## src/rtl/hamming_pkg.sv

```systemverilog
// Shared (7,4) Hamming definitions used by the encoder and the streaming decoder.
// Codeword layout: bits [3:0] data d0..d3, bits [6:4] parity p4..p6.
package hamming_pkg;

  localparam int unsigned CODE_W = 7;
  localparam int unsigned DATA_W = 4;
  localparam int unsigned SYN_W  = 3;

  // Syndrome values that point at a data bit; all other non-zero values hit parity.
  localparam logic [SYN_W-1:0] SYN_D0 = 3'd7;
  localparam logic [SYN_W-1:0] SYN_D1 = 3'd5;
  localparam logic [SYN_W-1:0] SYN_D2 = 3'd3;
  localparam logic [SYN_W-1:0] SYN_D3 = 3'd6;

  // Parity bits {p6,p5,p4} for a data nibble.
  function automatic logic [SYN_W-1:0] parity_f(input logic [DATA_W-1:0] d);
    return {d[0] ^ d[1] ^ d[3], d[0] ^ d[2] ^ d[3], d[0] ^ d[1] ^ d[2]};
  endfunction

  // Syndrome {s2,s1,s0}: recomputed parity against the received parity bits.
  function automatic logic [SYN_W-1:0] syndrome_f(input logic [CODE_W-1:0] c);
    return parity_f(c[DATA_W-1:0]) ^ c[CODE_W-1:DATA_W];
  endfunction

endpackage

```

## src/rtl/hamming_decode_stream_if.sv

```systemverilog
// Codeword-in / data-out valid-ready bus of the streaming Hamming decoder.
// slave  : decoder side (consumes code_i, produces data_o)
// master : environment side (produces code_i, consumes data_o)
interface hamming_decode_stream_if;
  import hamming_pkg::*;

  logic [CODE_W-1:0] code_i;
  logic              code_valid_i;
  logic              code_ready_o;
  logic [DATA_W-1:0] data_o;
  logic [SYN_W-1:0]  syndrome_o;
  logic              err_o;
  logic              data_valid_o;
  logic              data_ready_i;

  modport slave (
    input  code_i, code_valid_i, data_ready_i,
    output code_ready_o, data_o, syndrome_o, err_o, data_valid_o
  );

  modport master (
    output code_i, code_valid_i, data_ready_i,
    input  code_ready_o, data_o, syndrome_o, err_o, data_valid_o
  );

endinterface

```

## src/rtl/hamming_syndrome.sv

```systemverilog
// Combinational (7,4) Hamming syndrome generator.
// code_i     : received codeword
// syndrome_o : {s2,s1,s0}, zero when the codeword is consistent
module hamming_syndrome
  import hamming_pkg::*;
(
  input  logic [CODE_W-1:0] code_i,
  output logic [SYN_W-1:0]  syndrome_o
);

  assign syndrome_o = syndrome_f(code_i);

endmodule

```

## src/rtl/hamming_decode_stream.sv

```systemverilog
// Streaming (7,4) Hamming decoder: two-stage valid/ready pipeline that
// corrects any single-bit error and counts corrected output transfers.
// clk_i      : clock, rising edge
// rst_i      : asynchronous active-high reset
// bus        : codeword input / corrected data output handshake (slave side)
// clr_i      : synchronous clear of corr_cnt_o (pipeline unaffected)
// corr_cnt_o : saturating count of output transfers with err_o=1
module hamming_decode_stream
  import hamming_pkg::*;
#(
  parameter int unsigned CNT_W = 16
)(
  input  logic                    clk_i,
  input  logic                    rst_i,
  hamming_decode_stream_if.slave  bus,
  input  logic                    clr_i,
  output logic [CNT_W-1:0]        corr_cnt_o
);

  logic              v1_q, v1_d, v2_q, v2_d;
  logic [CODE_W-1:0] code1_q, code1_d;
  logic [SYN_W-1:0]  syn1_q, syn1_d, syn_in;
  logic [DATA_W-1:0] data2_q, data2_d, corr_data;
  logic [SYN_W-1:0]  syn2_q, syn2_d;
  logic              err2_q, err2_d;
  logic [CNT_W-1:0]  cnt_q, cnt_d;
  logic              adv1, adv2, out_xfer;

  hamming_syndrome u_syndrome (
    .code_i     (bus.code_i),
    .syndrome_o (syn_in)
  );

  // A stage may load when it is empty or the stage after it drains.
  assign adv2     = !v2_q || bus.data_ready_i;
  assign adv1     = !v1_q || adv2;
  assign out_xfer = v2_q && bus.data_ready_i;

  assign bus.code_ready_o = adv1;
  assign bus.data_valid_o = v2_q;
  assign bus.data_o       = data2_q;
  assign bus.syndrome_o   = syn2_q;
  assign bus.err_o        = err2_q;
  assign corr_cnt_o       = cnt_q;

  // Flip the data bit named by the syndrome; parity-bit hits leave data alone.
  always_comb begin
    corr_data = code1_q[DATA_W-1:0];
    case (syn1_q)
      SYN_D0:  corr_data[0] = ~code1_q[0];
      SYN_D1:  corr_data[1] = ~code1_q[1];
      SYN_D2:  corr_data[2] = ~code1_q[2];
      SYN_D3:  corr_data[3] = ~code1_q[3];
      default: ;
    endcase
  end

  // Pipeline next-state.
  always_comb begin
    v1_d    = v1_q;
    code1_d = code1_q;
    syn1_d  = syn1_q;
    v2_d    = v2_q;
    data2_d = data2_q;
    syn2_d  = syn2_q;
    err2_d  = err2_q;
    if (adv1) begin
      v1_d = bus.code_valid_i;
      if (bus.code_valid_i) begin
        code1_d = bus.code_i;
        syn1_d  = syn_in;
      end
    end
    if (adv2) begin
      v2_d = v1_q;
      if (v1_q) begin
        data2_d = corr_data;
        syn2_d  = syn1_q;
        err2_d  = (syn1_q != '0);
      end
    end
  end

  // Corrected-transfer counter; clear has priority and the count never wraps.
  always_comb begin
    cnt_d = cnt_q;
    if (clr_i) begin
      cnt_d = '0;
    end else if (out_xfer && err2_q && (cnt_q != {CNT_W{1'b1}})) begin
      cnt_d = cnt_q + CNT_W'(1);
    end
  end

  always_ff @(posedge clk_i or posedge rst_i) begin
    if (rst_i) begin
      v1_q    <= 1'b0;
      code1_q <= '0;
      syn1_q  <= '0;
      v2_q    <= 1'b0;
      data2_q <= '0;
      syn2_q  <= '0;
      err2_q  <= 1'b0;
      cnt_q   <= '0;
    end else begin
      v1_q    <= v1_d;
      code1_q <= code1_d;
      syn1_q  <= syn1_d;
      v2_q    <= v2_d;
      data2_q <= data2_d;
      syn2_q  <= syn2_d;
      err2_q  <= err2_d;
      cnt_q   <= cnt_d;
    end
  end

endmodule

```

## src/flat_wrapper.sv

```systemverilog
// flat-port wrapper written by rule: the top's interface ports become plain ports
module hamming_decode_stream_flat import hamming_pkg::*;
#(
  parameter int unsigned CNT_W = 16
)
  (clk_i, rst_i, clr_i, corr_cnt_o, bus_code_i, bus_code_valid_i, bus_data_ready_i, bus_code_ready_o, bus_data_o, bus_syndrome_o, bus_err_o, bus_data_valid_o);
  hamming_decode_stream_if bus_i ();
  input  logic clk_i;
  input  logic rst_i;
  input  logic clr_i;
  output logic [CNT_W-1:0] corr_cnt_o;
  input wire logic [$bits(bus_i.code_i)-1:0] bus_code_i;
  input wire logic [$bits(bus_i.code_valid_i)-1:0] bus_code_valid_i;
  input wire logic [$bits(bus_i.data_ready_i)-1:0] bus_data_ready_i;
  output wire logic [$bits(bus_i.code_ready_o)-1:0] bus_code_ready_o;
  output wire logic [$bits(bus_i.data_o)-1:0] bus_data_o;
  output wire logic [$bits(bus_i.syndrome_o)-1:0] bus_syndrome_o;
  output wire logic [$bits(bus_i.err_o)-1:0] bus_err_o;
  output wire logic [$bits(bus_i.data_valid_o)-1:0] bus_data_valid_o;
  assign bus_i.code_i = bus_code_i;
  assign bus_i.code_valid_i = bus_code_valid_i;
  assign bus_i.data_ready_i = bus_data_ready_i;
  assign bus_code_ready_o = bus_i.code_ready_o;
  assign bus_data_o = bus_i.data_o;
  assign bus_syndrome_o = bus_i.syndrome_o;
  assign bus_err_o = bus_i.err_o;
  assign bus_data_valid_o = bus_i.data_valid_o;
  hamming_decode_stream #(.CNT_W(CNT_W)) u_core (.clk_i(clk_i), .rst_i(rst_i), .bus(bus_i), .clr_i(clr_i), .corr_cnt_o(corr_cnt_o));
endmodule
```

## config.mk

```make
export PLATFORM = sky130hd
export DESIGN_NAME = hamming_decode_stream_flat
export DESIGN_NICKNAME = d
export VERILOG_FILES = /design/src/rtl/hamming_pkg.sv /design/src/rtl/hamming_decode_stream_if.sv /design/src/rtl/hamming_syndrome.sv /design/src/rtl/hamming_decode_stream.sv /design/src/flat_wrapper.sv
export SDC_FILE = /design/constraint.sdc
export NUM_CORES = 1
export LEC_CHECK = 0
export CORE_MARGIN = 5
export CORE_UTILIZATION = 29
export CTS_BUF_LIST = sky130_fd_sc_hd__clkbuf_4
export DETAILED_ROUTE_END_ITERATION = 10
export PLACE_DENSITY_LB_ADDON = 0.1
export SETUP_SLACK_MARGIN = 0.1
export SKIP_LAST_GASP = 1
export SLEW_MARGIN = 20
export SYNTH_ARGS = -nofsm -noshare
export SYNTH_HDL_FRONTEND = slang
export SYNTH_HIERARCHICAL = 1
export SYNTH_SLANG_ARGS = --single-unit
```

## constraint.sdc

```tcl
create_clock -name clk_i -period 2.3 [get_ports clk_i]
set_clock_uncertainty 0.1 [all_clocks]
set_input_delay 0.345 -clock clk_i [delete_from_list [all_inputs] [get_ports clk_i]]
set_output_delay 0.345 -clock clk_i [all_outputs]
set_load 0.03 [all_outputs]
```

## Word level (Yosys, flattened, before mapping)

Cells that the tools add are included.
Widths: inputs -> output; s select.

- Memories kept: 0
- Register bits after elaboration: 33
- RAM bits: 0
- Bits in latches: 0
- Output and inout bits: 26
- ROM bits: 0
- Logic and storage cells: 41

- Bitwise operators: 10
- Reductions and logical operators: 11
- Shift operators: 0
- Mux-type cells: 6
- Divide/modulo/power cells: 0
- Equality and inequality tests: 5
- Order comparisons: 0
- $add $sub $neg: 1
- Multipliers: 0

Operators by type and width:

| cell | number |
|---|---|
| $mux 16 | 2 |
| $add 16x1->16 const B | 1 |
| $ne 16x16->1 const B | 1 |
| $eq 3x3->1 const B | 3 |
| $xor 1x1->1 | 5 |
| $mux 1 | 4 |
| $not 1->1 | 4 |
| $reduce_and 2->1 | 2 |
| $eq 3x2->1 const B | 1 |
| $logic_and 1x1->1 | 3 |
| $reduce_bool 3->1 | 1 |
| $xor 3x3->3 | 1 |
| $logic_not 1->1 | 2 |
| $logic_or 1x1->1 | 2 |
| $reduce_bool 2->1 | 1 |

## Logic depth before layout (Yosys ltp)

Gate-level depths: netlist of run 1.

- Depth in word-level cells: 5
- Gate-level depth with buffers: 6

## Modules after synthesis

Netlist of run 1, hierarchy kept.

By module, submodules not included:

| module | seq. area each (um^2) | cells each | area an instance (um^2) | instances |
|---|---|---|---|---|
| hamming_decode_stream | 825.8 | 155 | 1619.1 | 1 |
| hamming_syndrome | 0.0 | 8 | 77.6 | 1 |

## Least setup slack after synthesis of run 1

No wires, ideal clock.

- Path kind: register -> register
- Start point: reg u_core.cnt_q[0] (netlist: u_core/corr_cnt_o[0])
- End point: reg u_core.cnt_q[13] (netlist: u_core/corr_cnt_o[13])
- Setup time: 0.125 ns
- Slack: 0.255 ns
- Arrival time: 1.820 ns
- Cell stages (with the launch flop): 6
- Data required time: 2.075 ns
- Clock period less this slack: 2.045 ns
- Cells stage by stage: dfrtp_1 > ha_1 > nand4_2 > nor4_4 > nor3b_1 > mux2_4

- Longest elaborated chain between the ends: 3

Ends and longest elaborated chain:

| what | RTL line | RTL |
|---|---|---|
| start: declaration | hamming_decode_stream.sv:26 | `logic [CNT_W-1:0] cnt_q, cnt_d;` |
| start signal: assignment | hamming_decode_stream.sv:112 | `cnt_q <= cnt_d;` |
| $add 16x1->16 / $ne 16x16->1 (equally long branches) | hamming_decode_stream.sv:90, hamming_decode_stream.sv:89 |  |
| $mux 16 / $logic_and 1x1->1 (equally long branches) | hamming_decode_stream.sv:89 | `end else if (out_xfer && err2_q && (cnt_q != {CNT_W{1'b1}})) begin` |
| $mux 16 / $reduce_bool 2->1 (equally long branches) | - |  |

Parallel ways exist; a longest one is shown, timed or not. The select of a mux whose other input is x is not followed.
A chain may end at the register's enable or synchronous reset.

## Worst setup path in the final report of run 1

- Start point: reg u_core.cnt_q[0] (netlist: u_core/corr_cnt_o[0])
- End point: reg u_core.cnt_q[10] (netlist: u_core/corr_cnt_o[10])

Same word-level chain as after synthesis.

==> results.tsv, run 1 <==
metric	value	unit
core-area	0.005608	mm2
critical_path_class	reg -> reg	
synth_area_in_compound_gates	0.1069	
required	2.45	ns
grt_start_max_net_pins	34	
timing.hold.worst.class	in -> async	
boundaryPins	38	
leakagePower	0.8824	nW
floorplan.die.width	86.49	um
post_synth_xor_area_fraction	0.06637	
iter_0_drt_violations	144	
yosys-mux-area-fraction	0.08112	
synthesis.area	0.001697	mm2
seq_power_share	0.495	
fmax	0.4961	GHz
timing.final.setup_violations	0	
crit_slowest_cell	or4_1	
worstMarginPinSlew	0.5262	ns
postSynthRegisterBits	33	
post_synth_fa_ha_maj_area_fraction	0.007375	
finalHoldViolCount	0	
finalNetCount	222	
place_congestion	0.7203	
cts_max_path_buffers	2	
mostFrequentLayoutCell	clkdlybuf4s50_1	
crit_path_cell_trace	ha_1 > and4_1 > nand3_2 > or4_1 > a21oi_1	
period_share	0.8763	
timing.final.crit_period	2.016	ns
gr-usage-all-layers	0.1195	
final_cell_mix	36 x clkdlybuf4s50_1, 33 x dfrtp_1, 16 x nand2_1, 12 x a21oi_1, 10 x mux2_2	
comb_power_share	0.297	
clk_pin_slew	0.11	ns
setup_tns	0	ns
report.final.slew_viol_count	0	
layout-drive-gt1-share	0.1333	
worst_slew_margin_rel	0.6465	
switching_share	0.3413	
ys.flop_type	dfrtp_1	
die-height	86.49	um
route.antenna.remaining_nets	0	
cp-startpoint	u_core/corr_cnt_o[0]	
grt_overflow	0	
cts-buffers-inserted	5	
grt_setup_unrepaired	no	
clock_tree.root_cell	clkbuf_4	
areaGrowthSynthToFinish	31.34	%
number_of_hold_repair_buffers_added_at_the_cts_stage	0	
timing.critical_path.slowest_cell_delay	0.49	ns
synth_enable_flop_cells	0	
postRouteWirelength	4107	um
critPathLaunchType	register	
placement_rows	27	
share_of_synthesized_cell_area_in_and_or_nand_and_nor_gates	0.2316	
fin_worst_hold_slack	0.3094	ns
power_density	668.5	mW/mm2
first_global_vias	1413	
via_per_inst	4.929	
grt_first_pass_wirelength	6955	um
place.detailed.hpwl	3002	um
cts_tree	done	
crit_fanout	6	
synth_async_sr_flop_share	1.000	
h-tree-depth	2	
pwr-share-clk	0.208	
route.vias.total	1390	
synth_seq_area_share	0.4867	
synthCells	163	
critical_path.endpoint_type	register	
initial_utilization	0.3025	
grt_antenna_before_repair	0	
critical_path_arrival	2.17	ns
fp.dieArea	0.007481	mm2
cell_internal_pwr	0.0009812	W
launch_instance_of_the_worst_register_to_register_path	u_core/corr_cnt_o[0]	
cts_sinks	33	
total_switching_power	0.0005085	W
cap_violations	0	
portBuffers	37	
post-layout-total-power	0.001490	W
finalInstanceArea	0.002228	mm2
number_of_different_library_cells_in_the_post_synthesis_netlist	36	
syn_nets	176	
irDropWorstVdd	0.5398	mV
placement.cell_area	0.002180	mm2
detail_route.drc_violations	0	
routedWlPerCell	14.56	um
syn_area_per_cell	10.41	um2
worstSkewPairLatency	0.33	ns
router_iterations_before_antenna_repair	4	
yosys_warnings	6	
antenna_cells	0	
synth_top_family_by_area	simple AND/OR/NAND/NOR gates	
outcome	completed	
[per-layer routing]
metal,track usage,share of wire
met2,0.1975,0.49
met4,0.03824,0.0058
met1,0.1418,0.44
met5,0,0
met3,0.04753,0.068
[what timing repair did]
item	in CTS	in global routing
buffers inserted	0	0
gates resized for setup	1	0
setup endpoints to repair	1	0
[kinds of logic (layout without fill, tap and decap cells)]
group	count (synthesis)	after routing
mux	12	12
buf+inv	7	54
simple gates	66	66
flops	33	33
xor+xnor	12	12
compound gates	32	32
fa+ha+maj	1	1
[synth_stat cells, types with 2 or more instances]
master	count	area, um2
nand2_1	16	60.06
nand2b_1	5	31.28
or4_1	4	30.03
clkbuf_1	2	7.510
o21ai_1	6	30.03
nand3_1	4	20.02
and4_1	4	35.03
xnor2_1	9	78.83
nand4_1	4	25.02
nor2_1	8	30.03
mux2_2	10	112.6
or3_1	7	43.79
a21oi_1	12	60.06
inv_1	3	11.26
nor3_1	3	15.01
nand4_2	2	25.02
xor2_1	2	17.52
o31ai_1	5	37.54
nor2b_1	2	12.51
o21ai_0	6	30.03
dfrtp_1	33	825.8
and3_1	2	12.51
[state kept, by name, indices dropped and copies added, names as in the netlist]
name                     cells
u_core/corr_cnt_o           16
u_core/bus.data_o            4
u_core/code1_q               4
u_core/bus.syndrome_o        3
u_core/syn1_q                3
u_core/bus.data_valid_o      1
u_core/bus.err_o             1
u_core/v1_q                  1
[worst paths after layout]
path | endpoint | slack, ns | cells after the start
max reg2reg | u_core/corr_cnt_o[10] | 0.28 | 5
max | u_core/corr_cnt_o[10] | 0.28 | 5
max in group asynchronous | u_core/corr_cnt_o[1] | 1.47 | 3
min in group clk_i | u_core/bus.data_o[2] | 0.40 | 2
min reg2reg | u_core/bus.data_o[2] | 0.40 | 2
min | u_core/corr_cnt_o[8] | 0.31 | 3
[worst max-delay path: cells and delay by family (launching register included)]
kind                     cells  cell delay, ns
adder cells (fa/ha/maj)      1            0.25
AND/OR/NAND/NOR              3            0.94
flip-flops                   1            0.46
AO/OA/AOI/OAI                1            0.20
[cell type report]
class	count	area [um2]
Fill cell	578	3379
Multi-Input combinational cell	123	837.1
Sequential cell	33	825.8
Timing Repair Buffer	43	414.1
Tap cell	72	90.09
Clock buffer	5	37.54
Clock inverter	3	12.51
Inverter	3	11.26
[stage by stage]
stage	cells	setup WS, ns	util
6_report	282	0.2844	0.3974
5_1_grt	282	0.1671	0.3974
4_1_cts	282	0.3010	0.3974
3_5_place_dp	274	0.09299	0.3887
3_3_place_gp	274	0.09706	0.3887
2_1_floorplan	163	0.2548	-
[power groups by stage]
stage / clock network [W] / registers [W] / logic [W]
3_5_place_dp: 0 / 0.000752 / 0.000449
4_1_cts: 0.000332 / 0.000741 / 0.000450
5_1_grt: 0.000364 / 0.000756 / 0.000481
2_1_floorplan: 0 / 0.000842 / 0.000160
3_3_place_gp: 0 / 0.000749 / 0.000446
6_report: 0.000310 / 0.000738 / 0.000442
Note: power is estimated with default switching activity, not from simulation.
==> run 2, diff against run 1 <==
--- a/config.mk
+++ b/config.mk
@@ -6,4 +6,5 @@
 export NUM_CORES = 1
 export LEC_CHECK = 0
+export CAP_MARGIN = 30
 export CORE_MARGIN = 5
 export CORE_UTILIZATION = 29
--- a/constraint.sdc
+++ b/constraint.sdc
@@ -3,3 +3,3 @@
 set_input_delay 0.345 -clock clk_i [delete_from_list [all_inputs] [get_ports clk_i]]
 set_output_delay 0.345 -clock clk_i [all_outputs]
-set_load 0.03 [all_outputs]
+set_load 0.01 [all_outputs]
==> run 2 against run 1 <==
Effect of this change:
- global-route usage is 0.052 points lower
- register-to-register slack better by 0.04 ns
- setup slack worse by 0.059 ns
- design area is 1.0% higher
- hold slack worse by 0.0071 ns
- fmax is 2.9% lower
- highest routed layer unchanged
==> results.tsv, run 2 (synthesis results as in run 1) <==
metric	value	unit
outcome	completed	
cts.repair.resized	0	
portBuffers	37	
switching_share	0.2774	
first_global_vias	1398	
pwr-share-clk	0.281	
placement_rows	27	
iter_0_drt_violations	106	
crit_fanout	5	
required	1.86	ns
fmax	0.4819	GHz
worstMarginPinSlew	0.4548	ns
final_core_utilization	0.4014	
crit_buf_inv	2	
detail_route.drc_violations	0	
router_iterations_before_antenna_repair	4	
cts_tree	done	
cap_violations	0	
place_congestion	0.7479	
crit_path_cell_trace	clkdlybuf4s50_1 > nand3b_1 > clkdlybuf4s50_1	
seq_power_share	0.488	
clock_tree.root_cell	clkbuf_4	
grt_setup_unrepaired	no	
total_switching_power	0.0004199	W
rr_worst_depth	5	
finalNetCount	221	
h-tree-depth	2	
finalHoldViolCount	0	
leakagePower	0.8866	nW
comb_power_share	0.232	
post-cts-setup-buffers	0	
cell_internal_pwr	0.001094	W
layout-drive-gt1-share	0.1340	
cp-startpoint	bus_data_ready_i	
critical_path_class	in -> out	
die-height	86.49	um
place.detailed.hpwl	3083	um
critical_path.most_common_cell	clkdlybuf4s50_1	
postRouteWirelength	4074	um
final_cell_mix	37 x clkdlybuf4s50_1, 33 x dfrtp_1, 16 x nand2_1, 12 x a21oi_1, 10 x mux2_2	
launch_instance_of_the_worst_register_to_register_path	u_core/corr_cnt_o[0]	
timing.final.crit_period	2.075	ns
setup_tns	0	ns
route.antenna.remaining_nets	0	
via_per_inst	5.025	
timing.critical_path.slowest_cell_delay	0.56	ns
critical_path_arrival	1.63	ns
grt_overflow	0	
routedWlPerCell	14.50	um
worstSkewPairLatency	0.33	ns
gr-usage-all-layers	0.1190	
grt_start_max_net_pins	34	
timing.hold.worst.class	in -> async	
clk_pin_slew	0.11	ns
report.final.slew_viol_count	0	
irDropWorstVdd	0.3154	mV
power_density	672.4	mW/mm2
areaGrowthSynthToFinish	32.67	%
fin_worst_hold_slack	0.3023	ns
worst-path-stages	3	
number_of_hold_repair_buffers_added_at_the_cts_stage	0	
route.vias.total	1412	
mostFrequentLayoutCell	clkdlybuf4s50_1	
critical_path.top_delay_family	buffers and inverters	
boundaryPins	38	
cts_sinks	33	
worst_slew_margin_rel	0.6944	
timing.final.setup_violations	0	
critPathLaunchType	input pin	
crit_slowest_cell	clkdlybuf4s50_1	
cts-buffers-inserted	5	
floorplan.die.width	86.49	um
period_share	0.9022	
largest_reg_flops	16	
cts_max_path_buffers	2	
fp.dieArea	0.007481	mm2
core-area	0.005608	mm2
critical_path.endpoint_type	output port	
antenna_cells	0	
grt_antenna_before_repair	0	
grt_first_pass_wirelength	6927	um
initial_utilization	0.3025	
## run 2: changes by cell type in the layout (fill, tap and decap cells not counted), sizes merged
cell           before  now
clkdlybuf4s50      36   37
bufinv              0    1
clkinvlp            0    1
clkinv              3    1
dlygate4sd2         1    0
buf                 6    5
## run 2: layout make-up
class / count / area [um2]
fillers: 583 / 3357
multi-input cells: 123 / 837.1
flip-flops and latches: 33 / 825.8
repair buffers: 42 / 407.9
well taps: 72 / 90.09
clock inverters: 3 / 41.29
clock buffers: 5 / 37.54
inverters: 3 / 11.26
## run 2: tightest hold or removal path, stage by stage
cell and delay, ns:
clkdlybuf4s50_1 0.39, inv_1 0.05, buf_4 0.38
## run 2: power by group through the flow
stage | combinational (W) | clock [W] | sequential (W)
floorplan | 0.000158 | 0 | 0.000757
global route | 0.000390 | 0.000474 | 0.000757
finish | 0.000351 | 0.000425 | 0.000738
detailed placement | 0.000358 | 0 | 0.000752
CTS | 0.000359 | 0.000447 | 0.000742
global placement | 0.000353 | 0 | 0.000750
## run 2: path summary, 6_finish.rpt
path	end	slack (ns)
min	u_core/corr_cnt_o[9]	0.30
min reg2reg	u_core/bus.data_valid_o	0.40
min in group clk_i	u_core/bus.data_valid_o	0.40
max in group asynchronous	u_core/corr_cnt_o[3]	1.49
max reg2reg	u_core/corr_cnt_o[10]	0.32
max	bus_code_ready_o	0.23
## run 2: routing by layer
layer	routed length (um)	track usage
met2	2027	0.2086
met3	315	0.03802
met1	1691	0.1397
met4	38	0.03116
met5	0	0
## run 2: metrics by stage
stage / setup slack, ns / instances / area (um2) / power (W)
5_1_grt: 0.1714 / 281 / 2251 / 0.001620
3_3_place_gp: 0.1848 / 273 / 2172 / 0.001103
2_1_floorplan: 0.4187 / 163 / 1697 / 0.0009148
6_report: 0.2251 / 281 / 2251 / 0.001514
4_1_cts: 0.2172 / 281 / 2251 / 0.001548
3_5_place_dp: 0.1375 / 273 / 2172 / 0.001110
==> run 3, diff against run 2 <==
Settings changed: RECOVER_POWER set to 25.
==> run 3 against run 2 <==
Effect of this change:
- hold slack improved by 0.093 ns
- sequential share of layout area barely moved
- core utilization barely moved
- fmax did not move
- critical path type unchanged
- largest cell class unchanged
- highest routed layer unchanged
==> results.tsv, run 3 (synthesis results as in run 1) <==
metric	value	unit
critical_path_class	in -> out	
crit_slowest_cell	clkdlybuf4s50_1	
floorplan.die.width	86.49	um
worstSkewPairLatency	0.33	ns
number_of_instances_in_the_placed_design	273	
cts_max_path_buffers	2	
timing.hold.worst.class	reg -> reg	
min_delay_path_depth	1	
die-height	86.49	um
setup_tns	0	ns
fp.dieArea	0.007481	mm2
fmax	0.4819	GHz
routedWlPerCell	14.49	um
leakagePower	0.8862	nW
grt_setup_unrepaired	no	
antenna_cells	0	
via_per_inst	5.025	
placement_rows	27	
cts-buffers-inserted	5	
finalNetCount	221	
launch_instance_of_the_worst_register_to_register_path	u_core/corr_cnt_o[0]	
crit_path_cell_trace	clkdlybuf4s50_1 > nand3b_1 > clkdlybuf4s50_1	
power_density	672.8	mW/mm2
timing.final.crit_period	2.075	ns
cts.repair.resized	0	
timing.final.setup_violations	0	
route.vias.total	1412	
route.antenna.remaining_nets	0	
critical_path_arrival	1.63	ns
boundaryPins	38	
gr-usage-all-layers	0.1190	
cts_sinks	33	
timing.critical_path.slowest_cell_delay	0.56	ns
cap_violations	0	
first_global_vias	1398	
iter_0_drt_violations	107	
critical_path.most_common_cell	clkdlybuf4s50_1	
place.detailed.hpwl	3083	um
critical_path.top_delay_family	buffers and inverters	
initial_utilization	0.3025	
place_congestion	0.7479	
outcome	completed	
layoutNonFillerInstCount	281	
clk_pin_slew	0.10	ns
finalHoldViolCount	0	
crit_buf_inv	2	
router_iterations_before_antenna_repair	4	
grt_overflow	0	
rr_worst_depth	5	
final_cell_mix	36 x clkdlybuf4s50_1, 33 x dfrtp_1, 16 x nand2_1, 12 x a21oi_1, 10 x mux2_2	
irDropWorstVdd	0.3154	mV
worstMarginPinSlew	0.8505	ns
postRouteWirelength	4072	um
largest_reg_flops	16	
period_share	0.9022	
critPathLaunchType	input pin	
layout-drive-gt1-share	0.1340	
grt_start_max_net_pins	34	
h-tree-depth	2	
number_of_hold_repair_buffers_added_at_the_cts_stage	0	
clock_tree.root_cell	clkbuf_4	
grt_antenna_before_repair	0	
cts_tree	done	
detail_route.drc_violations	0	
areaGrowthSynthToFinish	32.52	%
worst_slew_margin_rel	0.4330	
rrSetupSlack	0.32	ns
holdPathEnd	u_core/bus.data_valid_o	
mostFrequentLayoutCell	clkdlybuf4s50_1	
critical_path.endpoint_type	output port	
report.final.slew_viol_count	0	
reg2reg_to	u_core/corr_cnt_o[10]	
post-cts-setup-buffers	0	
portBuffers	37	
grt_first_pass_wirelength	6927	um
crit_fanout	5	
hp-start	u_core/v1_q	
core-area	0.005608	mm2
required	1.86	ns
-- run 3: cell count changes in the layout (fill, tap and decap cells not counted) --
cell / delta
dlygate4sd3_1: +1
clkbuf_2: +1
buf_4: -1
clkdlybuf4s50_1: -1
-- run 3: worst reg2reg max path: stages, from the launching register on --
cell and delay (ns):
dfrtp_1 0.45, ha_1 0.28, and4_1 0.30, nand3_2 0.14, or4_1 0.49, a21oi_1 0.16
-- run 3: per-layer routing --
| layer | vias to the layer above | share of wire | global-route usage |
|---|---|---|---|
| met2 | 50 | 0.50 | 0.2086 |
| met3 | 4 | 0.077 | 0.03802 |
| met5 | - | 0 | 0 |
| met1 | 671 | 0.42 | 0.1397 |
| li1 | 687 | - | - |
| met4 | 0 | 0.0093 | 0.03116 |
-- run 3: how the worst max path moves through the flow --
| stage | from | endpoint | slack (ns) | depth (start not counted) |
|---|---|---|---|---|
| 2_1_floorplan | u_core/corr_cnt_o[0] | u_core/corr_cnt_o[13] | 0.42 | 5 |
| 3_3_place_gp | bus_data_ready_i | u_core/corr_cnt_o[10] | 0.18 | 5 |
| 3_5_place_dp | bus_data_ready_i | u_core/corr_cnt_o[10] | 0.14 | 5 |
| 4_1_cts | bus_data_ready_i | bus_code_ready_o | 0.22 | 3 |
| 5_1_grt | bus_data_ready_i | bus_code_ready_o | 0.17 | 3 |
| 6_report | bus_data_ready_i | bus_code_ready_o | 0.23 | 3 |
-- run 3: final cells by class --
type	count	area, um2
clock buffers	5	37.54
repair buffers	42	405.4
well taps	72	90.09
flip-flops and latches	33	825.8
multi-input cells	123	837.1
clock inverters	3	41.29
inverters	3	11.26
fillers	584	3359
-- run 3: through the flow --
| step | setup WS [ns] | area, um2 | hold WS, ns | power, W | util |
|---|---|---|---|---|---|
| floorplan | 0.4187 | 1697 | 0.3534 | 0.0009148 | - |
| global placement | 0.1848 | 2172 | 0.3665 | 0.001103 | 0.3873 |
| detailed placement | 0.1375 | 2172 | 0.3676 | 0.001110 | 0.3873 |
| CTS | 0.2172 | 2251 | 0.3041 | 0.001548 | 0.4014 |
| global route | 0.1714 | 2248 | 0.4347 | 0.001619 | 0.4009 |
| finish | 0.2251 | 2248 | 0.3952 | 0.001513 | 0.4009 |
-- run 3: report_power, final --
part	switching, W	internal, W	leakage (nW)
Clock	0.000200	0.000225	0.0389
Sequential	0.0000761	0.000662	0.421
Combinational	0.000144	0.000206	0.426
